$ cat config.mk
export PLATFORM = sky130hd
export DESIGN_NAME = rv32_hart_fetch_sched
export DESIGN_NICKNAME = d
export VERILOG_FILES = /design/src/rtl/rv32_hart_fetch_sched_pkg.sv /design/src/rtl/rv32_rr_arbiter.sv /design/src/rtl/rv32_hart_fetch_sched.sv
export SDC_FILE = /design/constraint.sdc
export NUM_CORES = 1
export LEC_CHECK = 0
export CORE_AREA = 3 3 261 263
export CTS_CLUSTER_SIZE = 16
export DETAILED_ROUTE_END_ITERATION = 12
export DIE_AREA = 0 0 264 266
export PLACE_DENSITY = 0.53
export SETUP_SLACK_MARGIN = 0.05
export SLEW_MARGIN = 20
export SYNTH_ARGS = -nofsm -noshare
export SYNTH_HDL_FRONTEND = slang
export SYNTH_SLANG_ARGS = --single-unit
export TNS_END_PERCENT = 50
$ cat constraint.sdc
create_clock -name clk -period 11.3 [get_ports clk]
set_clock_uncertainty 0.1 [all_clocks]
set_input_delay 1.13 -clock clk [delete_from_list [all_inputs] [get_ports clk]]
set_output_delay 1.13 -clock clk [all_outputs]
set_load 0.03 [all_outputs]
$ cat src/rtl/rv32_hart_fetch_sched_pkg.sv
// Shared RV32 datapath types plus the barrel-core constants used by the hart
// fetch scheduler.
package rv32_pkg;
    localparam int XLEN = 32;
    typedef logic [XLEN-1:0] rv32_pc_cnt_t;
    localparam rv32_pc_cnt_t PC_STEP = 32'd4;
endpackage

package pito_pkg;
    import rv32_pkg::*;
    localparam int NUM_HARTS = 8;
    localparam int HART_ID_W = $clog2(NUM_HARTS);
    typedef logic [HART_ID_W-1:0] hart_id_t;
    localparam rv32_pc_cnt_t RESET_PC = 32'h0000_0000;
endpackage

$ cat src/rtl/rv32_rr_arbiter.sv
// Combinational round-robin arbiter: grants the first requester found
// after the last-granted index, wrapping modulo N (N a power of two).
module rv32_rr_arbiter #(
    parameter  int N    = 8,
    localparam int ID_W = $clog2(N)
) (
    input  logic [N-1:0]    i_req,
    input  logic [ID_W-1:0] i_last,
    output logic [N-1:0]    o_grant,
    output logic            o_valid
);

    logic [ID_W-1:0] w_idx;
    logic            w_found;
    logic [N-1:0]    w_grant;

    always_comb begin
        // NOTE: every variable written here gets a default first, so no path
        // leaves one holding its old value and no latch is inferred.
        w_grant = '0;
        w_found = 1'b0;
        w_idx   = '0;
        for (int k = 1; k <= N; k++) begin
            // index arithmetic wraps in ID_W bits, giving the modulo-N search
            w_idx = i_last + ID_W'(k);
            if (!w_found && i_req[w_idx]) begin
                w_grant[w_idx] = 1'b1;
                w_found        = 1'b1;
            end
        end
    end

    assign o_grant = w_grant;
    assign o_valid = w_found;

endmodule

$ cat src/rtl/rv32_hart_fetch_sched.sv
// Per-hart PC file and round-robin fetch scheduler for the barrel core; at
// most one instruction in flight per hart, PC loop closed by the completion port.
module rv32_hart_fetch_sched
    import rv32_pkg::*;
#(
    parameter  int              NUM_HARTS = 8,
    parameter  int              PC_W      = 32,
    parameter  logic [PC_W-1:0] RESET_PC  = PC_W'(pito_pkg::RESET_PC),
    localparam int              ID_W      = $clog2(NUM_HARTS)
) (
    input  logic                 clk,
    input  logic                 rst_n,
    input  logic [NUM_HARTS-1:0] hart_en,
    output logic                 fetch_valid,
    input  logic                 fetch_ready,
    output logic [ID_W-1:0]      fetch_hart_id,
    output logic [PC_W-1:0]      fetch_pc,
    input  logic                 cmpl_valid,
    input  logic [ID_W-1:0]      cmpl_hart_id,
    input  logic                 cmpl_has_new_pc,
    input  logic [PC_W-1:0]      cmpl_next_pc,
    output logic                 err_spurious,
    output logic                 err_misalign
);

    logic [PC_W-1:0]      r_pc [NUM_HARTS];
    logic [NUM_HARTS-1:0] r_inflight;
    logic [ID_W-1:0]      r_last;
    logic                 r_fetch_valid;
    logic [ID_W-1:0]      r_fetch_hart_id;
    logic [PC_W-1:0]      r_fetch_pc;
    logic                 r_err_spurious;
    logic                 r_err_misalign;

    logic [NUM_HARTS-1:0] w_eligible;
    logic [NUM_HARTS-1:0] w_grant;
    logic                 w_grant_valid;
    logic [ID_W-1:0]      w_grant_id;
    logic                 w_load;
    logic                 w_cmpl_hit;

    // inflight is set at load, so the hart sitting in the offer register is
    // already excluded from the next search
    assign w_eligible = hart_en & ~r_inflight;
    assign w_load     = !r_fetch_valid || fetch_ready;
    assign w_cmpl_hit = cmpl_valid && r_inflight[cmpl_hart_id];

    rv32_rr_arbiter #(
        .N (NUM_HARTS)
    ) u_arb (
        .i_req   (w_eligible),
        .i_last  (r_last),
        .o_grant (w_grant),
        .o_valid (w_grant_valid)
    );

    always_comb begin
        w_grant_id = '0;
        for (int h = 0; h < NUM_HARTS; h++) begin
            if (w_grant[h]) w_grant_id = ID_W'(h);
        end
    end

    // NOTE: state is updated with non-blocking assignments only, so every
    // right-hand side below sees the pre-edge value regardless of order.
    always_ff @(posedge clk or negedge rst_n) begin
        if (!rst_n) begin
            // NOTE: the PC file is a handful of flops, not a RAM macro, so it
            // is cleared by reset like the rest of the control state.
            for (int h = 0; h < NUM_HARTS; h++) r_pc[h] <= RESET_PC;
            r_inflight      <= '0;
            r_last          <= ID_W'(NUM_HARTS - 1);
            r_fetch_valid   <= 1'b0;
            r_fetch_hart_id <= '0;
            r_fetch_pc      <= '0;
            r_err_spurious  <= 1'b0;
            r_err_misalign  <= 1'b0;
        end else begin
            r_err_spurious <= cmpl_valid && !r_inflight[cmpl_hart_id];
            r_err_misalign <= w_cmpl_hit && cmpl_has_new_pc && (cmpl_next_pc[1:0] != 2'b00);

            // a completing hart is in flight and a loaded one is not, so the
            // two updates below never touch the same hart
            if (w_cmpl_hit) begin
                r_inflight[cmpl_hart_id] <= 1'b0;
                if (cmpl_has_new_pc) r_pc[cmpl_hart_id] <= {cmpl_next_pc[PC_W-1:2], 2'b00};
            end

            if (w_load) begin
                if (w_grant_valid) begin
                    r_fetch_valid          <= 1'b1;
                    r_fetch_hart_id        <= w_grant_id;
                    r_fetch_pc             <= r_pc[w_grant_id];
                    r_inflight[w_grant_id] <= 1'b1;
                    r_pc[w_grant_id]       <= r_pc[w_grant_id] + PC_W'(PC_STEP);
                    r_last                 <= w_grant_id;
                end else begin
                    r_fetch_valid <= 1'b0;
                end
            end
        end
    end

    assign fetch_valid   = r_fetch_valid;
    assign fetch_hart_id = r_fetch_hart_id;
    assign fetch_pc      = r_fetch_pc;
    assign err_spurious  = r_err_spurious;
    assign err_misalign  = r_err_misalign;

endmodule

==> run summary, run 1 <==
STATUS
--------------------------------------------------------------------------------------
Result of the run .......................................................    completed

TIMING
--------------------------------------------------------------------------------------
Minimum clock period after layout .......................................     8.567 ns
Endpoints failing hold ..................................................            0
Relative slew slack .....................................................       0.3177
Maximum clock frequency .................................................    116.7 MHz
RSZ-0062 raised after global routing ....................................        false
Post-route setup TNS ....................................................         0 ns
Transition at the pin with the smallest max-transition slack ............     1.023 ns
Total setup violations reported at the end of the flow ..................            0
Final worst slack .......................................................     2.733 ns
Number of max-slew violations in the final report .......................            0
Final worst path period share ...........................................       0.7582

FINAL LAYOUT
--------------------------------------------------------------------------------------
Nets@finish .............................................................         1935
Proportion of layout cells with a drive suffix above 1 ..................       0.1232
Area grow syn2layout ....................................................       16.20%
Antenna diode count .....................................................            0

LOGIC SYNTHESIS
--------------------------------------------------------------------------------------
Mean cell area of the mapped netlist ....................................    9.385 µm²
Most instantiated flip-flop cell in the synthesis netlist ...............      dfrtp_1
Area fraction in compound gates after synthesis .........................       0.2332
Area share of and/or/nand/nor cells after synthesis .....................       0.1797
EDFF count, synth .......................................................            0
Total of warnings raised by yosys .......................................            0
Synthesized-area fraction occupied by adder cells .......................     0.004914
Flop and latch count out of synthesis ...................................          305
Post-Synth XOR/XNOR Area ................................................      0.01867
Post-synth net total ....................................................         1954
Synthesized cell area ...................................................    17820 µm²
Largest family of logic cells by synthesized area ....................... compound AO/OA/AOI/OAI gates
Proportion of synthesized chip area in sequential cells .................       0.4285
Netlist cell types ......................................................           88
Fraction of synthesized area in multiplexers ............................      0.08930
Share of flip-flops with an asynchronous set or reset after synthesis ...        1.000
Cell count after synthesis ..............................................         1899

SETUP PATH
--------------------------------------------------------------------------------------
Critical Path RT ........................................................     11.61 ns
Kind of end point of the critical path ..................................     register
CP Max Fanout ...........................................................           31
Crit start category .....................................................     register
Arrival time reported for the critical path endpoint ....................      8.88 ns
Kind of critical path ...................................................   reg -> reg

PLACE
--------------------------------------------------------------------------------------
Weighted congestion reported at the end of routability-driven placement .       0.8590
Setup WS pre-CTS ........................................................     2.838 ns
Total of buffers placed on input and output ports .......................           85
Post-DP HPWL ............................................................     38730 µm

DRT
--------------------------------------------------------------------------------------
Overall routed net length ...............................................     64920 µm
Count of vias placed by the detailed router .............................        15488
DRT Pass-1 Iters ........................................................            7
Routed Antenna Nets .....................................................            0
Mean number of vias per cell ............................................        5.587
Number of DRC markers after the initial detailed-route iteration ........         1639
Average wire length per cell after detail routing .......................     23.42 µm
Count of unresolved DRC violations after routing ........................            0

FLOORPLANNING
--------------------------------------------------------------------------------------
Die footprint ...........................................................    70220 µm²
Starting utilization of the core area ...................................       0.2706
Chip Width ..............................................................       264 µm
Overall die height ......................................................       266 µm
Number of top-level pins ................................................           86
Placement Rows ..........................................................           94
Area inside the core boundary ...........................................    65860 µm²

CLOCK NETWORK
--------------------------------------------------------------------------------------
H-tree level count ......................................................            2
Clock-pin slew on the worst setup and hold paths ........................      0.06 ns
Clock root cell .........................................................    clkbuf_16
Setup bufs post-CTS .....................................................            0
Clock buffer count from CTS .............................................           39
PostCTS Resize Cnt ......................................................            0
CTS sink cnt ............................................................          305
Post-CTS Hold Fix Bufs ..................................................            0
Clock latency on the worst-skew pair ....................................      0.56 ns
TritonCTS clock tree ....................................................        built
Maximum count of clock buffers along a single path ......................            3

GLOBAL ROUTING
--------------------------------------------------------------------------------------
Largest net degree at the start of global routing .......................           94
Initial antenna violation count .........................................            2
All-layer global routing usage ..........................................       0.1810
Global-route wire length before repair ..................................     99110 µm
GRT Residual Overflow ...................................................            0
Vias in the first global route ..........................................        15464

WORST HOLD PATH
--------------------------------------------------------------------------------------
Class of the tightest hold or removal check .............................   reg -> reg

FLOW RUN
--------------------------------------------------------------------------------------
Max_cap viols ...........................................................            0

## layout make-up
class / instances / area (µm²)
clock buffers: 61 / 1150
flip-flops and latches: 305 / 7636
fillers: 6820 / 45150
clock inverters: 8 / 130.1
inverters: 15 / 56.30
well taps: 864 / 1081
multi-input cells: 1396 / 9512
repair buffers: 123 / 1145
## worst paths after layout
path | slack (ns) | cells after the start | from | endpoint
worst max-delay path | 2.73 | 20 | r_last[0] | r_pc[52]
worst max register to register | 2.73 | 20 | r_last[0] | r_pc[52]
max in group asynchronous | 8.26 | 3 | rst_n | r_pc[186]
min in group asynchronous | 0.48 | 1 | rst_n | fetch_pc[4]
worst min register to register | 0.37 | 2 | fetch_pc[9] | fetch_pc[9]
worst min-delay path | 0.37 | 2 | fetch_pc[9] | fetch_pc[9]
## flip-flops by register name, summed over array words and instances (netlist names)
| name | cells |
|---|---|
| err_spurious | 1 |
| r_inflight | 8 |
| err_misalign | 1 |
| fetch_pc | 32 |
| fetch_hart_id | 3 |
| r_last | 3 |
| fetch_valid | 1 |
| r_pc | 256 |
## cells in the final DEF, fill, tap and decap left out, types with 8 or more instances in the layout
master | netlist | routed
dfrtp_1 | 302 | 302
a21oi_1 | 190 | 190
nor2b_1 | 180 | 179
a211oi_1 | 179 | 179
nand2_1 | 160 | 160
o21ai_0 | 127 | 127
clkdlybuf4s50_1 | 0 | 84
mux2i_1 | 60 | 60
mux2_2 | 58 | 58
nor2_1 | 65 | 55
clkbuf_16 | 0 | 40
nand3_1 | 41 | 39
buf_4 | 7 | 37
nand3b_1 | 21 | 21
o22ai_1 | 21 | 21
nand2b_1 | 17 | 17
nor3_1 | 21 | 16
o21ai_1 | 15 | 14
mux4_2 | 14 | 14
xor2_1 | 14 | 14
o221ai_1 | 14 | 14
clkbuf_1 | 118 | 14
inv_1 | 13 | 13
a31oi_1 | 13 | 13
nand4_1 | 12 | 12
xnor2_1 | 11 | 11
nor2_4 | 0 | 10
o2bb2ai_1 | 9 | 9
nor4_4 | 7 | 8
a22oi_1 | 8 | 8
## routing by layer
metal	up-vias	track usage	share of wire
li1	6916	-	-
met1	7790	0.2499	0.45
met2	671	0.2960	0.46
met3	107	0.03020	0.070
met4	4	0.04475	0.022
met5	-	0	0.00042
## synthesized netlist by cell type (13+ instances only)
library cell / number / area [µm²]
dfrtp_1: 302 / 7557
a21oi_1: 190 / 950.9
nor2b_1: 180 / 1126
a211oi_1: 179 / 1344
nand2_1: 160 / 600.6
o21ai_0: 127 / 635.6
clkbuf_1: 118 / 442.9
nor2_1: 65 / 244.0
mux2i_1: 60 / 600.6
mux2_2: 58 / 653.1
nand3_1: 41 / 205.2
buf_1: 32 / 120.1
buf_2: 22 / 110.1
nand3b_1: 21 / 157.7
nor3_1: 21 / 105.1
o22ai_1: 21 / 131.4
nand2b_1: 17 / 106.4
o21ai_1: 15 / 75.07
mux4_2: 14 / 315.3
o221ai_1: 14 / 122.6
xor2_1: 14 / 122.6
a31oi_1: 13 / 81.33
inv_1: 13 / 48.80
## worst max-delay path, cell delays in order, from the launching register on
cell and delay (ns):
dfstp_2 0.92, inv_2 0.23, ha_1 0.31, xnor2_2 0.43, mux4_2 0.69, nor4_4 0.46, nand2b_1 0.15, or3_1 0.44
and2_1 0.17, buf_4 0.25, o211ai_1 0.20, or2_1 0.71, o221ai_1 0.66, inv_1 0.18, ha_1 0.22, inv_1 0.07
nor4_1 0.46, nand3_1 0.60, nor3_1 0.44, xor2_1 0.56, a21oi_1 0.16
## metrics by stage
step	hold WS, ns	instance area, µm²	std cells	utilization
floorplan	0.3763	17820	1899	-
global placement	0.3622	19420	2703	0.2949
detailed placement	0.3722	19420	2703	0.2949
CTS	0.3842	20700	2772	0.3143
global route	0.3993	20710	2772	0.3144
finish	0.3734	20710	2772	0.3144
## logic make-up after synthesis
group | count (synthesis)
adders and majority gates | 7
xor gates and xnor gates | 32
DFF | 305
muxes | 133
and+or+nand+nor | 574
AOI/OAI and AO/OA | 650
buffers and inverters | 198
Power of run 1 is not shown: default switching activity piles up to over one toggle a cycle in this logic, so the estimate is an artifact.
==> run 2: changes to the inputs <==
==> constraint.sdc (replaced) <==
create_clock -name clk -period 8.2 [get_ports clk]
set_clock_uncertainty 0.1 [all_clocks]
set_input_delay 0.82 -clock clk [delete_from_list [all_inputs] [get_ports clk]]
set_output_delay 0.82 -clock clk [all_outputs]
set_load 0.03 [all_outputs]
==> run 2 against run 1 <==
- worst hold slack got worse by 0.20 ns
- via count decreased by 0.78%
- first-iteration DRC count increased by 6.9%
- worst setup slack got worse by 2.2 ns
- critical path type unchanged
- largest cell class unchanged
==> run summary, run 2 (same netlist as run 1, synthesis figures left out) <==
CLOCK NETWORK
--------------------------------------------------------------------------------------
Clock buffer count from CTS .............................................           38   -2.6%
Clock latency on the worst-skew pair ....................................      0.56 ns   about the same
Maximum count of clock buffers along a single path ......................            3   unchanged
H-tree level count ......................................................            2   unchanged
CTS sink cnt ............................................................          305   unchanged
Clock root cell .........................................................    clkbuf_16
TritonCTS clock tree ....................................................        built
Clock-pin slew on the worst setup and hold paths ........................      0.06 ns   about the same
Post-CTS Hold Fix Bufs ..................................................            0   unchanged
Setup bufs post-CTS .....................................................            0   unchanged
PostCTS Resize Cnt ......................................................            0   unchanged

PLACE
--------------------------------------------------------------------------------------
Post-DP HPWL ............................................................     40090 µm   +3.5%
Weighted congestion reported at the end of routability-driven placement .       0.8645   +0.64%
Total of buffers placed on input and output ports .......................           85   unchanged

DRT
--------------------------------------------------------------------------------------
Mean number of vias per cell ............................................        5.512   -1.4%
Top Metal Used ..........................................................         met4
Met1 layer wirelength in the final routing ..............................     28090 µm   -2.8%
Met2 wire length ........................................................     29770 µm   -0.81%
Count of vias placed by the detailed router .............................        15367   -0.78%
DRT Pass-1 Iters ........................................................            7   unchanged
Routed Antenna Nets .....................................................            0   unchanged
Overall routed net length ...............................................     64890 µm   about the same
Number of DRC markers after the initial detailed-route iteration ........         1752   +6.9%
Routed wl met3 ..........................................................      5147 µm   +13%
Count of unresolved DRC violations after routing ........................            0   unchanged
Average wire length per cell after detail routing .......................     23.27 µm   -0.63%

TIMING
--------------------------------------------------------------------------------------
RSZ-0062 raised after global routing ....................................        false
Endpoints failing hold ..................................................            0   unchanged
Minimum clock period after layout .......................................     7.706 ns   -0.8612 ns
Maximum clock frequency .................................................    129.8 MHz   +11%
Relative slew slack .....................................................       0.2894   -0.02825
Transition at the pin with the smallest max-transition slack ............     1.066 ns   +0.04238 ns
Total setup violations reported at the end of the flow ..................            0   unchanged
Number of max-slew violations in the final report .......................            0   unchanged
Post-route setup TNS ....................................................         0 ns   unchanged
Final worst path period share ...........................................       0.9398   +0.1816

SETUP PATH
--------------------------------------------------------------------------------------
Worst R2R Start .........................................................    r_last[0]
Count of cells along the worst register-to-register path ................           17   -15%
Critical Path RT ........................................................      8.52 ns   -3.09 ns
Kind of end point of the critical path ..................................     register
Kind of critical path ...................................................   reg -> reg
Highest cell delay on the worst timing path .............................      0.78 ns   -0.14 ns
Crit start category .....................................................     register
Critical path cell sequence ............................................. buf_4, ha_1, xor2_1, mux4_2, and2_4, nand2b_1, a21oi_1, nor4_4, nand4_1, buf_4, mux2_2, o221ai_1, nor4_1, nand3_1, nor4_4, xor2_2, o21ai_1
Reg2Reg Setup Slack .....................................................      0.49 ns   -2.24 ns
Worst flop-to-flop path endpoint ........................................    r_pc[221]
CP Max Fanout ...........................................................           30   -3.2%
Arrival time reported for the critical path endpoint ....................      8.02 ns   -0.86 ns
Library cell contributing the largest single delay on the critical path .      nand4_1

FINAL LAYOUT
--------------------------------------------------------------------------------------
Top library cells by usage in the layout, fill and taps aside ........... 302 x dfrtp_1, 190 x a21oi_1, 179 x nor2b_1, 179 x a211oi_1, 160 x nand2_1
Fill cell total of the finished layout ..................................         6790   -0.44%
Top register by number of flip-flops ....................................         r_pc
Proportion of layout cells with a drive suffix above 1 ..................       0.1327   +0.009509
Area grow syn2layout ....................................................       17.10%
Max FFs per register ....................................................          256   unchanged
Most common cell after layout, fill and taps aside ......................      dfrtp_1
Nets@finish .............................................................         1948   +0.67%

FLOORPLANNING
--------------------------------------------------------------------------------------
Area inside the core boundary ...........................................    65860 µm²   unchanged
Starting utilization of the core area ...................................       0.2706   unchanged
Die footprint ...........................................................    70220 µm²   unchanged
Chip Width ..............................................................       264 µm   unchanged
Overall die height ......................................................       266 µm   unchanged
Placement Rows ..........................................................           94   unchanged
Number of top-level pins ................................................           86   unchanged

FLOW RUN
--------------------------------------------------------------------------------------
Max_cap viols ...........................................................            0   unchanged

GLOBAL ROUTING
--------------------------------------------------------------------------------------
Vias in the first global route ..........................................        15195   -1.7%
Initial antenna violation count .........................................            2   unchanged
Largest net degree at the start of global routing .......................          149   +59%
All-layer global routing usage ..........................................       0.1811   about the same
Global-route wire length before repair ..................................     98500 µm   -0.61%
GRT Residual Overflow ...................................................            0   unchanged

WORST HOLD PATH
--------------------------------------------------------------------------------------
Class of the tightest hold or removal check .............................  in -> async

STATUS
--------------------------------------------------------------------------------------
Result of the run .......................................................    completed

## run 2: changes by cell type in the layout (fill, tap and decap cells not counted), sizes merged
cell,delta
clkbuf,-8
buf,+14
clkinvlp,+3
diode,+2
clkinv,+3
bufinv,+2
## run 2: worst max-delay path by stage
stage                    start   endpoint  slack (ns)  depth (start not counted)
floorplan            r_last[1]  r_pc[248]        2.13                         22
global placement    hart_en[7]  r_pc[252]        0.49                         16
finish               r_last[0]  r_pc[221]        0.49                         17
global route         r_last[0]  r_pc[157]        0.14                         17
CTS                  r_last[1]  r_pc[157]        0.58                         16
detailed placement  hart_en[7]  r_pc[157]        0.42                         17
## run 2: layout make-up
type	count	area [µm²]	share of cell area
Antenna cell	2	5.005	0.0002398
Clock buffer	53	1079	0.05168
Clock inverter	16	216.5	0.01037
Inverter	15	56.30	0.002698
Multi-Input combinational cell	1396	9512	0.4558
Sequential cell	305	7636	0.3659
Tap cell	864	1081	0.05180
Timing Repair Buffer	137	1284	0.06151
## run 2: layer usage
metal,global-route usage,up-vias
met5,0,-
met4,0.06046,0
met3,0.04312,115
met2,0.2897,652
met1,0.2410,7645
li1,-,6955
## run 2: through the flow
| stage | utilization | setup WS, ns | instance area, µm² | hold slack, ns | cells |
|---|---|---|---|---|---|
| 4_1_cts | 0.3168 | 0.5836 | 20860 | 0.2348 | 2786 |
| 5_1_grt | 0.3168 | 0.1386 | 20870 | 0.2385 | 2787 |
| 6_report | 0.3169 | 0.4940 | 20870 | 0.1755 | 2788 |
| 3_5_place_dp | 0.2971 | 0.4225 | 19570 | 0.3703 | 2717 |
| 3_3_place_gp | 0.2970 | 0.4907 | 19560 | 0.3632 | 2717 |
| 2_1_floorplan | - | 2.132 | 17820 | 0.3763 | 1899 |
## run 2: worst max-delay path, delay by kind of cell (launching register included)
| family | cells | cell delay [ns] |
|---|---|---|
| mux | 2 | 0.75 |
| flops | 1 | 0.54 |
| compound gates | 3 | 0.59 |
| simple gates | 7 | 3.39 |
| fa+ha+maj | 1 | 0.26 |
| buf+inv | 2 | 0.82 |
| xor+xnor | 2 | 1.10 |
Power of run 2 is left out for the same reason.
==> run 3: changes to the inputs <==
--- a/config.mk
+++ b/config.mk
@@ -5,10 +5,12 @@
 export SDC_FILE = /design/constraint.sdc
 export NUM_CORES = 1
 export LEC_CHECK = 0
-export CORE_AREA = 3 3 261 263
+export ABC_AREA = 1
+export CORE_AREA = 3 3 270 272
 export CTS_CLUSTER_SIZE = 16
 export DETAILED_ROUTE_END_ITERATION = 12
-export DIE_AREA = 0 0 264 266
+export DIE_AREA = 0 0 273 275
+export GPL_TIMING_DRIVEN = 0
 export PLACE_DENSITY = 0.53
 export SETUP_SLACK_MARGIN = 0.05
 export SLEW_MARGIN = 20
==> run 3 against run 2 <==
- sequential share of layout area fell by 2.4 points
- via count rose by 28%
- critical path depth rose by 8
- highest routed layer unchanged
- critical endpoint is now r_pc[42]
- synthesized cell count rose by 47%
- first-iteration DRC count is 23% higher
- clock-buffer cell count is 9 higher
- die area up 6.9%
- final area up 7.0%
- core utilization is 0.22 points lower
- worst setup slack got worse by 0.090 ns
==> run summary, run 3 <==
SETUP PATH
--------------------------------------------------------------------------------------
Highest cell delay on the worst timing path .............................      0.74 ns   -0.04 ns
CP Max Fanout ...........................................................           10   -67%
Arrival time reported for the critical path endpoint ....................      8.10 ns   +0.08 ns
Most repeated library cell on the critical path .........................      nand2_1
Critical Path RT ........................................................      8.51 ns   about the same
End point of the critical path ..........................................     r_pc[42]
Reg2Reg Setup Slack .....................................................      0.40 ns   -0.09 ns
Worst flop-to-flop path endpoint ........................................     r_pc[42]
Library cell contributing the largest single delay on the critical path .       xor2_1
Crit. Startpoint ........................................................    r_last[0]
Kind of critical path ...................................................   reg -> reg
Cell family with most CP delay .......................................... simple AND/OR/NAND/NOR gates
Worst path bufs/invs ....................................................            8   +6
Crit start category .....................................................     register
Worst R2R Start .........................................................    r_last[0]
Critical path depth in cells ............................................           25   +8
Count of cells along the worst register-to-register path ................           25   +8
Kind of end point of the critical path ..................................     register

FLOORPLANNING
--------------------------------------------------------------------------------------
Starting utilization of the core area ...................................       0.2672   -0.003418
Number of top-level pins ................................................           86   unchanged
Die footprint ...........................................................    75080 µm²   +6.9%
Overall die height ......................................................       275 µm   +3.4%
Placement Rows ..........................................................           98   +4.3%
Chip Width ..............................................................       273 µm   +3.4%
Area inside the core boundary ...........................................    71000 µm²   +7.8%

LOGIC SYNTHESIS
--------------------------------------------------------------------------------------
Largest area contributor in the netlist .................................      dfrtp_1
Total of warnings raised by yosys .......................................            0   unchanged
Most frequent cell after synthesis ......................................      nand2_1
Most instantiated cells after synthesis ................................. 1004 x nand2_1, 302 x dfrtp_1, 288 x inv_1
Proportion of synthesized chip area in sequential cells .................       0.4026   -0.02589
Most instantiated flip-flop cell in the synthesis netlist ...............      dfrtp_1
EDFF count, synth .......................................................            0   unchanged
Netlist cell types ......................................................           49   -44%
Mean cell area of the mapped netlist ....................................    6.806 µm²   -27%
Synthesized cell area ...................................................    18970 µm²   +6.4%
Flop and latch count out of synthesis ...................................          305   unchanged
Yosys top cell area share ...............................................       0.3984   -0.02562
Largest cells by area after synthesis ................................... dfrtp_1 40%, nand2_1 20%, o21ai_0 7.0%
Post-synth net total ....................................................         2842   +45%
Cell count after synthesis ..............................................         2787   +47%
Share of flip-flops with an asynchronous set or reset after synthesis ...        1.000   unchanged

DRT
--------------------------------------------------------------------------------------
Average wire length per cell after detail routing .......................     20.77 µm   -11%
Number of DRC markers after the initial detailed-route iteration ........         2147   +23%
Overall routed net length ...............................................     80870 µm   +25%
Routed Antenna Nets .....................................................            0   unchanged
DRT Pass-1 Iters ........................................................            8   +1
Count of unresolved DRC violations after routing ........................            0   unchanged
Mean number of vias per cell ............................................        5.056   -8.3%
Count of vias placed by the detailed router .............................        19689   +28%

TIMING
--------------------------------------------------------------------------------------
Endpoints failing hold ..................................................            0   unchanged
Final worst path period share ...........................................       0.9507   +0.01094
Relative slew slack .....................................................       0.3362   +0.04679
RSZ-0062 raised after global routing ....................................        false
Total setup violations reported at the end of the flow ..................            0   unchanged
Minimum clock period after layout .......................................     7.796 ns   +0.08967 ns
Number of max-slew violations in the final report .......................            0   unchanged
Maximum clock frequency .................................................    128.3 MHz   -1.2%
Transition at the pin with the smallest max-transition slack ............    0.9957 ns   -0.07019 ns
Final hold slack ........................................................    0.1233 ns   -0.05223 ns

CLOCK NETWORK
--------------------------------------------------------------------------------------
Clock latency on the worst-skew pair ....................................      0.58 ns   +0.02 ns
PostCTS Resize Cnt ......................................................            0   unchanged
Setup bufs post-CTS .....................................................            0   unchanged
Clock buffer count from CTS .............................................           40   +5.3%
TritonCTS clock tree ....................................................        built
H-tree level count ......................................................            2   unchanged
Clock root cell .........................................................    clkbuf_16
CTS sink cnt ............................................................          305   unchanged
Maximum count of clock buffers along a single path ......................            3   unchanged
Clock-pin slew on the worst setup and hold paths ........................      0.05 ns   about the same
Post-CTS Hold Fix Bufs ..................................................            0   unchanged

PLACE
--------------------------------------------------------------------------------------
Total of buffers placed on input and output ports .......................           84   -1.2%
Post-DP HPWL ............................................................     60980 µm   +52%
Weighted congestion reported at the end of routability-driven placement .       0.9086   +5.1%

FINAL LAYOUT
--------------------------------------------------------------------------------------
Most common cell after layout, fill and taps aside ......................      nand2_1
Top library cells by usage in the layout, fill and taps aside ........... 1004 x nand2_1, 302 x dfrtp_1, 288 x inv_1
Proportion of layout cells with a drive suffix above 1 ..................      0.06592   -0.06676
Area grow syn2layout ....................................................       17.77%
Max FFs per register ....................................................          256   unchanged
Fill cell total of the finished layout ..................................         7760   +14%
Top register by number of flip-flops ....................................         r_pc
Nets@finish .............................................................         2971   +53%

GLOBAL ROUTING
--------------------------------------------------------------------------------------
Vias in the first global route ..........................................        18569   +22%
Largest net degree at the start of global routing .......................           86   -42%
All-layer global routing usage ..........................................       0.2128   +0.03172
Initial antenna violation count .........................................            1   -1
GRT Residual Overflow ...................................................            0   unchanged
Global-route wire length before repair ..................................    120600 µm   +22%

WORST HOLD PATH
--------------------------------------------------------------------------------------
Class of the tightest hold or removal check .............................  in -> async

FLOW RUN
--------------------------------------------------------------------------------------
Max_cap viols ...........................................................            0   unchanged

STATUS
--------------------------------------------------------------------------------------
Result of the run .......................................................    completed

run 3: worst min-delay path by stage:
stage	to	slack, ns	cells after the start
floorplan	r_inflight[6]	0.36	2
global placement	fetch_pc[13]	0.37	2
detailed placement	fetch_pc[13]	0.37	2
CTS	err_misalign	0.14	1
global route	r_pc[6]	0.17	1
finish	r_pc[6]	0.12	1
run 3: stage by stage:
step	setup TNS, ns	instance area (µm²)	worst slack, ns	instances	utilization
floorplan	0	18970	3.407	2787	-
global placement	-2573.02	21000	-8.513	3821	0.2958
detailed placement	0	21100	0.7611	3824	0.2972
CTS	0	22340	0.7509	3893	0.3146
global route	0	22340	0.08895	3894	0.3147
finish	0	22340	0.4043	3894	0.3147
run 3: cell type report:
type / count / area (µm²) / area share
antenna: 1 / 2.502 / 0.0001120
buffer: 151 / 693.2 / 0.03103
clock buffer: 62 / 1175 / 0.05259
clock inverter: 7 / 63.81 / 0.002857
inverter: 311 / 1167 / 0.05226
multi-input combinational: 2020 / 9484 / 0.4246
sequential: 305 / 7636 / 0.3418
tap: 950 / 1189 / 0.05321
timing repair buffer: 87 / 928.4 / 0.04156
run 3: cell families after synthesis:
logic type               share of synthesized area
AND/OR/NAND/NOR                             0.3385
AO/OA/AOI/OAI                               0.1485
buffers and inverters                      0.09809
flip-flops                                  0.4026
XOR/XNOR                                  0.007718
adder cells (fa/ha/maj)                   0.004617
run 3: layer usage:
layer / share of wire / global-route usage
met1: 0.42 / 0.2812
met2: 0.47 / 0.3508
met3: 0.071 / 0.03061
met4: 0.042 / 0.08441
met5: 0 / 0
Power of run 3 is left out for the same reason.
